--- src/rtl/calc_pkg.sv ---
// calc_pkg: shared operator codes, FSM state encoding and operand limit helper.
package calc_pkg;
  localparam logic [1:0] OP_PLUS = 2'd1;
  localparam logic [1:0] OP_MIN = 2'd2;
  typedef enum logic [2:0] {
    A_ENTRY = 3'd0,
    OP_SEL  = 3'd1,
    B_ENTRY = 3'd2,
    RESULT  = 3'd3,
    ERROR   = 3'd4
  } state_t;
  function automatic int max_val(input int digits);
    int v;
    v = 1;
    for (int i = 0; i < digits; i++) v = v * 10;
    return v - 1;
  endfunction
endpackage

--- src/rtl/key_event_qual.sv ---
// key_event_qual: turns a held, stable, well-formed key tuple into one strobe per press.
module key_event_qual #(
  parameter int SETTLE = 16,
  parameter int RELEASE = 16
) (
  input  logic       clk,
  input  logic       reset_n,
  input  logic       any_btn,
  input  logic       is_number,
  input  logic       is_op,
  input  logic       is_eq,
  input  logic [3:0] num_val,
  input  logic [1:0] op_val,
  output logic       key_strobe,
  output logic       ev_num,
  output logic       ev_op,
  output logic       ev_eq,
  output logic [3:0] ev_digit,
  output logic [1:0] ev_opv
);
  localparam int SW = $clog2(SETTLE + 1);
  localparam int RW = $clog2(RELEASE + 1);
  logic [9:0] tup, tup_q;
  logic [SW-1:0] cnt, cnt_nxt;
  logic [RW-1:0] rel;
  logic armed, valid, fire;
  assign tup = {is_number, is_op, is_eq, num_val, op_val};
  assign cnt_nxt = !any_btn ? '0 : tup != tup_q ? SW'(1) : cnt == SW'(SETTLE) ? cnt : cnt + 1'b1;
  assign valid = ({is_number, is_op, is_eq} inside {3'b100, 3'b010, 3'b001})
              && (!is_number || num_val <= 4'd9) && (!is_op || op_val inside {2'd1, 2'd2});
  // Fires only on the cycle the count first reaches SETTLE, so a long hold gives one event.
  assign fire = armed && valid && cnt_nxt == SW'(SETTLE) && cnt != SW'(SETTLE);
  always_ff @(posedge clk or negedge reset_n)
    if (!reset_n) begin
      tup_q <= '0;
      cnt <= '0;
      rel <= '0;
      armed <= 1'b1;
      key_strobe <= 1'b0;
      {ev_num, ev_op, ev_eq, ev_digit, ev_opv} <= '0;
    end else begin
      tup_q <= tup;
      cnt <= cnt_nxt;
      rel <= any_btn ? '0 : rel == RW'(RELEASE) ? rel : rel + 1'b1;
      key_strobe <= fire;
      if (fire) begin
        armed <= 1'b0;
        {ev_num, ev_op, ev_eq, ev_digit, ev_opv} <= tup;
      end else if (!any_btn && rel >= RW'(RELEASE - 1)) armed <= 1'b1;
    end
endmodule

--- src/rtl/calc_entry_fsm.sv ---
// calc_entry_fsm: key events drive operand entry, +/- evaluation and the value shown on the display.
module calc_entry_fsm
  import calc_pkg::*;
#(
  parameter int DIGITS = 4,
  parameter int SETTLE = 16,
  parameter int RELEASE = 16,
  parameter int VW = 14
) (
  input  logic          clk,
  input  logic          reset_n,
  input  logic          any_btn,
  input  logic          is_number,
  input  logic          is_op,
  input  logic          is_eq,
  input  logic [3:0]    num_val,
  input  logic [1:0]    op_val,
  output logic          key_strobe,
  output logic [VW-1:0] disp_val,
  output logic          disp_neg,
  output logic          err,
  output logic [2:0]    state_dbg
);
  localparam int AW = VW + 2;
  localparam int CW = $clog2(DIGITS + 1);
  localparam int MAXV = max_val(DIGITS);
  logic ev_num, ev_op, ev_eq;
  logic [3:0] ev_digit;
  logic [1:0] ev_opv, op;
  logic signed [AW-1:0] a, b, res;
  logic [CW-1:0] acnt, bcnt;
  logic ovf;
  state_t state;
  function automatic logic [AW-1:0] mag(input logic signed [AW-1:0] x);
    return x[AW-1] ? -x : x;
  endfunction
  key_event_qual #(.SETTLE(SETTLE), .RELEASE(RELEASE)) u_qual (
    .clk(clk), .reset_n(reset_n), .any_btn(any_btn), .is_number(is_number), .is_op(is_op),
    .is_eq(is_eq), .num_val(num_val), .op_val(op_val), .key_strobe(key_strobe),
    .ev_num(ev_num), .ev_op(ev_op), .ev_eq(ev_eq), .ev_digit(ev_digit), .ev_opv(ev_opv)
  );
  assign res = op == OP_MIN ? a - b : a + b;
  assign ovf = mag(res) > AW'(MAXV);
  assign state_dbg = state;
  always_ff @(posedge clk or negedge reset_n)
    if (!reset_n) begin
      state <= A_ENTRY;
      a <= '0;
      b <= '0;
      acnt <= '0;
      bcnt <= '0;
      op <= OP_PLUS;
      disp_val <= '0;
      disp_neg <= 1'b0;
      err <= 1'b0;
    end else begin
      disp_val <= state == ERROR ? '0 : state == B_ENTRY ? VW'(mag(b)) : VW'(mag(a));
      disp_neg <= state != ERROR && state != B_ENTRY && a[AW-1];
      err <= state == ERROR;
      if (key_strobe)
        case (state)
          A_ENTRY:
            if (ev_num && acnt < CW'(DIGITS)) begin
              a <= a * AW'(10) + AW'(ev_digit);
              acnt <= acnt + 1'b1;
            end else if (ev_op) begin
              op <= ev_opv;
              state <= OP_SEL;
            end
          OP_SEL:
            if (ev_op) op <= ev_opv;
            else if (ev_num) begin
              b <= AW'(ev_digit);
              bcnt <= CW'(1);
              state <= B_ENTRY;
            end
          B_ENTRY:
            if (ev_num && bcnt < CW'(DIGITS)) begin
              b <= b * AW'(10) + AW'(ev_digit);
              bcnt <= bcnt + 1'b1;
            end else if (ev_op || ev_eq) begin
              if (ovf) state <= ERROR;
              else begin
                a <= res;
                state <= ev_op ? OP_SEL : RESULT;
                if (ev_op) op <= ev_opv;
              end
            end
          RESULT:
            if (ev_num) begin
              a <= AW'(ev_digit);
              acnt <= CW'(1);
              state <= A_ENTRY;
            end else if (ev_op) begin
              op <= ev_opv;
              state <= OP_SEL;
            end
          ERROR:
            if (ev_eq) begin
              a <= '0;
              b <= '0;
              acnt <= '0;
              bcnt <= '0;
              op <= OP_PLUS;
              state <= A_ENTRY;
            end
          default: state <= A_ENTRY;
        endcase
    end
endmodule

--- config.mk ---
export PLATFORM = sky130hd
export DESIGN_NAME = calc_entry_fsm
export DESIGN_NICKNAME = d
export VERILOG_FILES = /design/src/rtl/calc_pkg.sv /design/src/rtl/key_event_qual.sv /design/src/rtl/calc_entry_fsm.sv
export SDC_FILE = /design/constraint.sdc
export NUM_CORES = 1
export LEC_CHECK = 0
export CAP_MARGIN = 20
export CORE_ASPECT_RATIO = 0.9
export CORE_MARGIN = 4
export CORE_UTILIZATION = 40
export CTS_BUF_LIST = sky130_fd_sc_hd__clkbuf_8
export DETAILED_ROUTE_END_ITERATION = 8
export GPL_TIMING_DRIVEN = 0
export SLEW_MARGIN = 20
export SYNTH_ARGS = -nofsm -noshare
export SYNTH_HDL_FRONTEND = slang
export SYNTH_SLANG_ARGS = --single-unit
--- constraint.sdc ---
create_clock -name clk -period 4.93 [get_ports clk]
set_input_delay 0.986 -clock clk [delete_from_list [all_inputs] [get_ports clk]]
set_output_delay 0.986 -clock clk [all_outputs]
set_load 0.02 [all_outputs]
==> results.json, run 1 <==
{
  "antenna_left": 0,
  "clkLatencyLatePin_ps": 400,
  "drv_cap": 0,
  "yosysMostFrequentCell": "nand2_1",
  "cts_made_buffers": 9,
  "area_growth_pct": 17.99,
  "r2r_end": "a[15]",
  "finalSetupViolations": 0,
  "dp.final_hpwl_mm": 15.16,
  "stdcell_count": 1206,
  "wl_per_cell_microns": 16.68,
  "yosys.area.top_type": "dfrtp_1",
  "syn_inst": 885,
  "critPathMaxFanout": 7,
  "yosys_most_used_dff": "dfrtp_1",
  "status": "complete, no violations",
  "utilization_pct": 48.78,
  "die_w_microns": 154.3,
  "rows": 47,
  "hold_violations": 0,
  "rsz0062_at_grt": "true",
  "antenna_found_initial": 0,
  "leakage_uw": 0.004217,
  "dpl_cell_area_sq_um": 8343,
  "total_power_uw": 1325,
  "dr.pass1.iters": 7,
  "vias_per_cell": 5.594,
  "r2r_cells": 21,
  "synth_area_sq_um": 7707,
  "htreeDepth": 3,
  "synth_edf_count": 0,
  "dpl.cell_count": 1161,
  "power_density_nw_per_um2": 145.8,
  "crit_path_end_kind": "flip-flop",
  "initial_utilization_pct": 41.35,
  "gr-total-overflow": 0,
  "fmax_ghz": 0.2045,
  "synth_commonest_cells": "nand2_1, dfrtp_1, ha_1, nor2_1, xor2_1",
  "peakVddDrop_uv": 141.3,
  "crit_type": "flip-flop to flip-flop",
  "root_buffer": "clkbuf_8",
  "cp.required_ps": 5220,
  "finalCritPeriodShare_pct": 99.20,
  "tightestPinTransition_ps": 1036,
  "pin_count": 32,
  "die_h_microns": 139.7,
  "critPathArrivalTime_ps": 5180,
  "core_sq_um": 18640,
  "gp_congestion": 0.8555,
  "wl_mm": 20.11,
  "synthDistinctLibCells": 75,
  "grt_max_degree": 69,
  "fin_area_sq_um": 9094,
  "skew_ps": 14.94,
  "synthTopCellsByArea": "dfrtp_1, ha_1, xor2_1, xnor2_1, nand2_1",
  "ys_async_sr_fraction_pct": 100.0,
  "nets": 1050,
  "start_kind": "flip-flop",
  "ff2ff_setup_slack_ps": 40,
  "grt_pass1_vias": 6467,
  "yosys_warnings": 0,
  "hp-class": "primary input to asynchronous set/reset pin",
  "clkTransAtPathRegs_ps": 110,
  "numClockSinks": 89,
  "post-route-min-period_ps": 4891,
  "timing.rr.start": "b[0]",
  "yosysTopAreaCellShare_pct": 28.25,
  "grt_pass1_wl_mm": 33.09,
  "antenna_cells": 0,
  "synth_area_per_cell_sq_um": 8.709,
  "drt_iter0_drc": 450,
  "synthesis.nets": 979,
  "final_layout_size_suffix_gt1_share_pct": 12.49,
  "die_area_sq_um": 21560,
  "slew_violations": 0,
  "post-route-drc-count": 0,
  "track_usage_pct": 18.60,
  "portBuffers": 30,
  "yosysSeqAreaShare_pct": 28.93,
  "vias": 6746,
  "cts_buffer_depth": 2,
  "ys_ff_latch": 89,
  "cts_tree": "yes",
  "relSlewSlack_pct": 30.66
}
## per-layer routing
layer | global-route usage, % | wire [microns] | vias up
met5 | 0 | 0 | -
met4 | 4.136 | 274 | 0
met3 | 2.856 | 748 | 19
met2 | 29.11 | 9179 | 115
met1 | 27.15 | 9913 | 3259
li1 | - | - | 3353
## worst max-delay path, cell delays in order (launching register included)
cell	delay, ps
dfrtp_2	440
inv_2	80
ha_4	150
nand2_4	50
or3_4	410
or2_4	240
o21ai_2	120
xor2_1	190
ha_1	280
buf_6	150
a21oi_4	190
o21ai_4	100
or2_0	210
o211a_1	220
or2_4	280
or2_1	250
o311a_1	290
a21o_1	180
a221oi_4	310
o21a_1	180
buf_6	160
mux2_4	310
## area by class of cell
class / count / area, sq um
Clock buffer: 9 / 123.9
Buffer: 32 / 170.2
Tap cell: 245 / 306.5
Clock inverter: 7 / 78.83
Timing Repair Buffer: 60 / 558.0
Inverter: 40 / 150.1
Sequential cell: 89 / 2233
Fill cell: 1802 / 9548
Multi-Input combinational cell: 724 / 5473
## report_power, final
group	switching [uW]	total, uW	internal, uW
sequential	5.20	743	738
combinational	28.7	48.2	19.6
clock	331	534	203
total	365	1330	961
## state kept, by name, summed over array words and instances (netlist names)
register and count:
disp_val 14, u_qual.ev_op 1, state_dbg 3, b 16
err 1, u_qual.rel 5, a 16, u_qual.ev_eq 1
disp_neg 1, bcnt 3, u_qual.armed 1, u_qual.ev_digit 4
acnt 3, u_qual.tup_q 9, op 2, u_qual.ev_num 1
u_qual.ev_opv 2, u_qual.cnt 5, u_qual.key_strobe 1
## worst max path at each step
stage                     startpoint     to  slack (ps)  cells past startpoint
after floorplan                 b[1]  a[14]           9                     21
after global routing            b[0]   a[2]        -150                     18
after detailed placement        b[1]   a[2]        -660                     21
final                           b[0]  a[15]          40                     21
after CTS                       b[0]  a[15]           2                     21
after global placement       reset_n   b[9]        -650                      1
## metrics by stage
stage          setup TNS, ps  hold slack [ps]  setup WS [ps]
5_1_grt                -1731            430.2         -147.6
3_5_place_dp          -10630            469.7         -659.1
6_report                   0            428.8          39.29
3_3_place_gp          -65680            471.1         -645.2
2_1_floorplan              0            438.6          8.799
4_1_cts                    0            426.7          1.751
## cells in the final DEF (no fill, tap or decap), types with 5 or more instances in the layout
cell              n
nand2_1          90
dfrtp_1          84
ha_1             73
nor2_1           66
xor2_1           58
xnor2_1          49
o21ai_0          46
a21oi_1          38
inv_1            37
clkdlybuf4s50_1  29
buf_4            27
clkbuf_1         23
nor3_1           21
nand3_1          19
a21o_1           18
a211oi_1         17
and3_1           12
o31ai_1          11
o22a_1           11
nand2b_1         10
nor2b_1          10
a22o_1           10
clkbuf_8          9
buf_6             8
a31oi_1           8
nand4_1           8
o22ai_1           7
o211ai_1          7
o221ai_1          7
o21a_1            5
fa_1              5
## logic make-up (layout without fill, tap and decap cells)
logic type,count (synthesis),in the layout,synth area share [%]
AOI/OAI and AO/OA,237,237,21.41
xor gates and xnor gates,111,111,12.81
adders and majority gates,82,82,13.80
buffers and inverters,72,148,3.831
DFF,89,89,28.93
muxes,9,9,1.250
and+or+nand+nor,285,285,17.97
## repair_timing
item | in CTS | in global routing
setup endpoints to repair | 21 | 21
hold buffers | 0 | 0
gates cloned | 0 | 0
setup buffers | 10 | 19
pin swaps | 7 | 22
resized for setup | 28 | 51
Note: power is estimated with default switching activity, not from simulation.
==> inputs of run 2 (changes only) <==
--- a/config.mk
+++ b/config.mk
@@ -8,7 +8,7 @@
 export CAP_MARGIN = 20
 export CORE_ASPECT_RATIO = 0.9
 export CORE_MARGIN = 4
-export CORE_UTILIZATION = 40
+export CORE_UTILIZATION = 30
 export CTS_BUF_LIST = sky130_fd_sc_hd__clkbuf_8
 export DETAILED_ROUTE_END_ITERATION = 8
 export GPL_TIMING_DRIVEN = 0
==> results.json, run 2 (synthesis results as in run 1) <==
{
  "status": "finished, violations left",
  "violations": "setup timing",
  "cts_buffer_depth": 2,
  "power_density_nw_per_um2": 144.0,
  "htreeDepth": 3,
  "drv_cap": 0,
  "utilization_pct": 36.53,
  "area_growth_pct": 19.38,
  "p_sw_uw": 330.2,
  "crit_path_end_kind": "flip-flop",
  "rsz0062_at_grt": "true",
  "peakVddDrop_uv": 124.7,
  "cpPeakStageDelay_ps": 440,
  "drt_iter0_drc": 512,
  "reg_top3": "a (16), b (16), disp_val (14)",
  "fmax_ghz": 0.2020,
  "crit_type": "flip-flop to flip-flop",
  "finalSetupViolations": 3,
  "wl_mm": 20.53,
  "hp-class": "primary input to asynchronous set/reset pin",
  "timing.hold.ws_ps": 414.1,
  "cts_tree": "yes",
  "crit_family": "compound AO/OA/AOI/OAI gates",
  "dpl.cell_count": 1258,
  "vias_per_cell": 5.227,
  "start_kind": "flip-flop",
  "die_h_microns": 160.1,
  "wl_per_cell_microns": 15.73,
  "gr-total-overflow": 0,
  "antenna_left": 0,
  "final_common_cell": "nand2_1",
  "initial_utilization_pct": 30.60,
  "hold_violations": 0,
  "relSlewSlack_pct": 37.15,
  "p_comb_share_pct": 3.7,
  "fin_ws_ps": -20.34,
  "p_int_uw": 995.1,
  "die_area_sq_um": 28320,
  "finalCritPeriodShare_pct": 100.4,
  "cts_made_buffers": 9,
  "clkLatencyLatePin_ps": 390,
  "cts_hold_buf": 0,
  "cp.required_ps": 5200,
  "grt_pass1_vias": 6373,
  "track_usage_pct": 14.28,
  "clkTransAtPathRegs_ps": 100,
  "die_w_microns": 177.0,
  "critPathArrivalTime_ps": 5220,
  "slowest_stage": "dfrtp_2",
  "pin_count": 32,
  "numClockSinks": 89,
  "skew_ps": 11.95,
  "p_seq_share_pct": 56.1,
  "switching_share_pct": 24.91,
  "final_cell_mix": "nand2_1, dfrtp_1, ha_1, nor2_1, xor2_1",
  "stdcell_count": 1305,
  "crit_chain": "inv_4 -> ha_4 -> nand2_4 -> or3_4 -> or2_4 -> o21ai_2 -> xor2_1 -> ha_1 -> buf_6 -> buf_4 -> and3_1 -> o21a_1 -> o211a_1 -> or2_4 -> or2_1 -> o311a_1 -> a21o_1 -> a221oi_4 -> o21a_1 -> buf_6 -> mux2_4",
  "core_sq_um": 25190,
  "root_buffer": "clkbuf_8",
  "dr.pass1.iters": 5,
  "crit_buf_inv": 4,
  "antenna_cells": 0,
  "power_frac_clock_pct": 40.3,
  "final_layout_size_suffix_gt1_share_pct": 12.25,
  "tightestPinTransition_ps": 939.2,
  "slew_violations": 0,
  "grt_max_degree": 73,
  "post-route-min-period_ps": 4950,
  "vias": 6821,
  "rows": 55,
  "tns_ps": -55.29,
  "grt_pass1_wl_mm": 33.35,
  "leakage_uw": 0.004200,
  "critPathMaxFanout": 7,
  "dp.final_hpwl_mm": 15.25,
  "portBuffers": 30,
  "post-route-drc-count": 0,
  "antenna_found_initial": 1,
  "nets": 1052,
  "gp_congestion": 0.8809
}
[run 2: final timing paths]
path / startpoint / endpoint / slack (ps) / depth (start not counted)
worst max-delay path: b[1] / a[15] / -20 / 21
worst min-delay path: reset_n / bcnt[2] / 410 / 1
worst max register to register: b[1] / a[15] / -20 / 21
worst min register to register: u_qual.ev_opv[0] / u_qual.ev_opv[0] / 480 / 2
max in group asynchronous: reset_n / disp_val[12] / 3890 / 2
min in group clk: u_qual.ev_opv[0] / u_qual.ev_opv[0] / 480 / 2
[run 2: metal layers]
metal	vias to the layer above	wire length [microns]	global-route usage [%]
met5	-	13	0
met4	2	211	2.461
met3	22	1360	2.817
met2	178	8953	21.27
met1	3272	9990	21.62
li1	3347	-	-
[run 2: power by group through the flow]
stage | Combinational (uW) | Clock [uW] | Sequential (uW)
CTS | 50.5 | 552 | 743
global route | 56.1 | 577 | 744
floorplan | 17.0 | 0 | 756
detailed placement | 50.5 | 0 | 757
finish | 48.7 | 533 | 743
global placement | 46.9 | 0 | 757
[run 2: area by class of cell]
| cell class | instances | area [sq um] |
|---|---|---|
| Clock inverter | 7 | 75.07 |
| Sequential cell | 89 | 2233 |
| Multi-Input combinational cell | 724 | 5428 |
| Fill cell | 2596 | 15990 |
| Timing Repair Buffer | 62 | 586.8 |
| Tap cell | 342 | 427.9 |
| Inverter | 40 | 152.6 |
| Clock buffer | 9 | 123.9 |
| Buffer | 32 | 173.9 |
[run 2: metrics by stage]
stage	setup slack, ps	power [uW]	instance area [sq um]
after CTS	-1.105	1345	8835
after global routing	-248.2	1377	9201
after global placement	-618.1	804.3	8436
after floorplan	8.799	773.5	7707
after detailed placement	-650.5	807.8	8464
final	-20.34	1325	9201
[run 2: timing repair]
item	4_1_cts	5_1_grt
gates resized for setup	25	54
setup endpoints to repair	21	21
hold endpoints to repair	0	0
pin swaps	6	19
gates cloned	0	2
buffers inserted	12	17
==> inputs of run 3 (changes only) <==
--- a/config.mk
+++ b/config.mk
@@ -5,6 +5,7 @@
 export SDC_FILE = /design/constraint.sdc
 export NUM_CORES = 1
 export LEC_CHECK = 0
+export ABC_AREA = 1
 export CAP_MARGIN = 20
 export CORE_ASPECT_RATIO = 0.9
 export CORE_MARGIN = 4
==> results.json, run 3 <==
{
  "slowest_stage": "dfrtp_2",
  "wl_per_cell_microns": 13.99,
  "numClockSinks": 89,
  "initial_utilization_pct": 30.74,
  "drv_cap": 0,
  "antenna_cells": 0,
  "gr-total-overflow": 0,
  "fmax_ghz": 0.2215,
  "dr_wl_met2_mm": 10.06,
  "cts_made_buffers": 9,
  "die_area_sq_um": 29690,
  "crit_type": "flip-flop to flip-flop",
  "hp-class": "primary input to asynchronous set/reset pin",
  "hold_violations": 0,
  "fin_ws_ps": 415.3,
  "synthDistinctLibCells": 54,
  "die_w_microns": 181.2,
  "synth_area_sq_um": 8099,
  "critPathMaxFanout": 10,
  "finalSetupViolations": 0,
  "tightestPinTransition_ps": 1057,
  "dpl_worst_slack_ps": 68.51,
  "yosys_most_used_dff": "dfrtp_1",
  "utilization_pct": 35.08,
  "die_h_microns": 163.9,
  "root_buffer": "clkbuf_8",
  "critPathArrivalTime_ps": 4780,
  "track_usage_pct": 14.64,
  "crit_family": "simple AND/OR/NAND/NOR gates",
  "antenna_found_initial": 0,
  "synth_commonest_cells": "nand2_1, inv_1, nor2_1, o21ai_0, dfrtp_1",
  "peakVddDrop_uv": 114.0,
  "ys_async_sr_fraction_pct": 100.0,
  "nets": 1339,
  "pin_count": 32,
  "final_common_cell": "nand2_1",
  "synthTopCellsByArea": "dfrtp_1, nand2_1, ha_1, inv_1, o21ai_0",
  "power_density_nw_per_um2": 139.1,
  "syn_inst": 1189,
  "final_layout_size_suffix_gt1_share_pct": 8.167,
  "crit_start": "b[0]",
  "yosys_warnings": 0,
  "vias": 7782,
  "routed.top_layer": "met4",
  "timing.rr.start": "b[0]",
  "yosysSeqAreaShare_pct": 27.53,
  "core_sq_um": 26350,
  "status": "complete, no violations",
  "start_kind": "flip-flop",
  "leakage_uw": 0.004832,
  "cts_buffer_depth": 2,
  "synth_area_per_cell_sq_um": 6.812,
  "reg_top3": "a (16), b (16), disp_val (14)",
  "cpPeakStageDelay_ps": 450,
  "yosysMostFrequentCell": "nand2_1",
  "cp.required_ps": 5190,
  "ys_ff_latch": 89,
  "slew_violations": 0,
  "dp.final_hpwl_mm": 17.79,
  "crit_buf_inv": 9,
  "final_cell_mix": "nand2_1, inv_1, nor2_1, o21ai_0, dfrtp_1",
  "drt_iter0_drc": 457,
  "clkLatencyLatePin_ps": 390,
  "crit_path_end_kind": "flip-flop",
  "yosysTopAreaCellShare_pct": 26.88,
  "wl_met3_microns": 976,
  "relSlewSlack_pct": 29.26,
  "yosys.area.top_type": "dfrtp_1",
  "wl_met1_mm": 11.03,
  "htreeDepth": 3,
  "dr.pass1.iters": 5,
  "grt_max_degree": 64,
  "clkTransAtPathRegs_ps": 100,
  "finalCritPeriodShare_pct": 91.58,
  "vias_per_cell": 4.873,
  "synthesis.nets": 1283,
  "cts_tree": "yes",
  "tns_ps": 0,
  "rows": 56,
  "cts_hold_buf": 0,
  "total_power_uw": 1286,
  "grt_pass1_vias": 7096,
  "grt_pass1_wl_mm": 35.60,
  "skew_ps": 15.05,
  "post-route-drc-count": 0,
  "cp_common_cell": "inv_1",
  "post-route-min-period_ps": 4515,
  "wl_mm": 22.35,
  "synth_edf_count": 0,
  "portBuffers": 31,
  "antenna_left": 0,
  "area_growth_pct": 14.12,
  "gp_congestion": 0.8569
}
## run 3: cell count changes after synthesis, moves of 34 or more
cell | previous run | this run
nand2_1 | 95 | 316
inv_1 | 39 | 164
xnor2_1 | 51 | 13
nor2_1 | 69 | 103
o21ai_0 | 52 | 89
nand3_1 | 19 | 71
## run 3: cell type report
cell class	count	area, sq um
Multi-Input combinational cell	906	5192
Fill cell	2899	17100
Inverter	175	661.9
Timing Repair Buffer	44	436.7
Sequential cell	89	2232
Tap cell	348	435.4
Clock buffer	10	137.6
Clock inverter	5	40.04
Buffer	20	106.4
## run 3: final timing paths
path | end | slack [ps] | cells past startpoint
max | a[4] | 420 | 31
min | u_qual.rel[3] | 440 | 1
max reg2reg | a[4] | 420 | 31
min reg2reg | op[1] | 500 | 2
max in group asynchronous | op[0] | 3840 | 2
min in group clk | op[1] | 500 | 2
## run 3: logic make-up (layout without fill, tap and decap cells)
group / Yosys count / after routing / share of synthesized area, %
and+or+nand+nor: 566 / 567 / 30.14
muxes: 2 / 2 / 0.2781
AOI/OAI and AO/OA: 211 / 211 / 14.88
xor gates and xnor gates: 44 / 44 / 4.758
DFF: 89 / 89 / 27.53
adders and majority gates: 82 / 82 / 13.13
buffers and inverters: 195 / 254 / 9.285
## run 3: report_power, final
part           internal (uW)  total (uW)  switching (uW)
combinational           20.8        52.9            32.1
sequential               739         745            6.47
clock                    197         488             291
## run 3: worst register-to-register path, delay by kind of cell, from the launching register on
kind                     cells  cell delay [ps]
AO/OA/AOI/OAI                7             1150
XOR/XNOR                     1              300
adder cells (fa/ha/maj)      2              470
buffers and inverters        9              850
flip-flops                   1              450
AND/OR/NAND/NOR             12             1190
## run 3: metal layers
| layer | vias up | track usage [%] |
|---|---|---|
| met1 | 3607 | 21.05 |
| met5 | - | 0 |
| met3 | 19 | 2.104 |
| met4 | 0 | 2.933 |
| met2 | 152 | 23.64 |
| li1 | 4004 | - |
## run 3: through the flow
stage	area (sq um)	hold WS (ps)	cells
global placement	8845	470.7	1568
finish	9243	442.1	1597
floorplan	8099	452.9	1189
global route	9243	444.8	1597
detailed placement	8874	479.7	1569
CTS	9051	437.6	1584
## run 3: timing repair
item | CTS | global route
resized for setup | 0 | 31
setup endpoints to repair | 0 | 21
setup buffers | 0 | 11
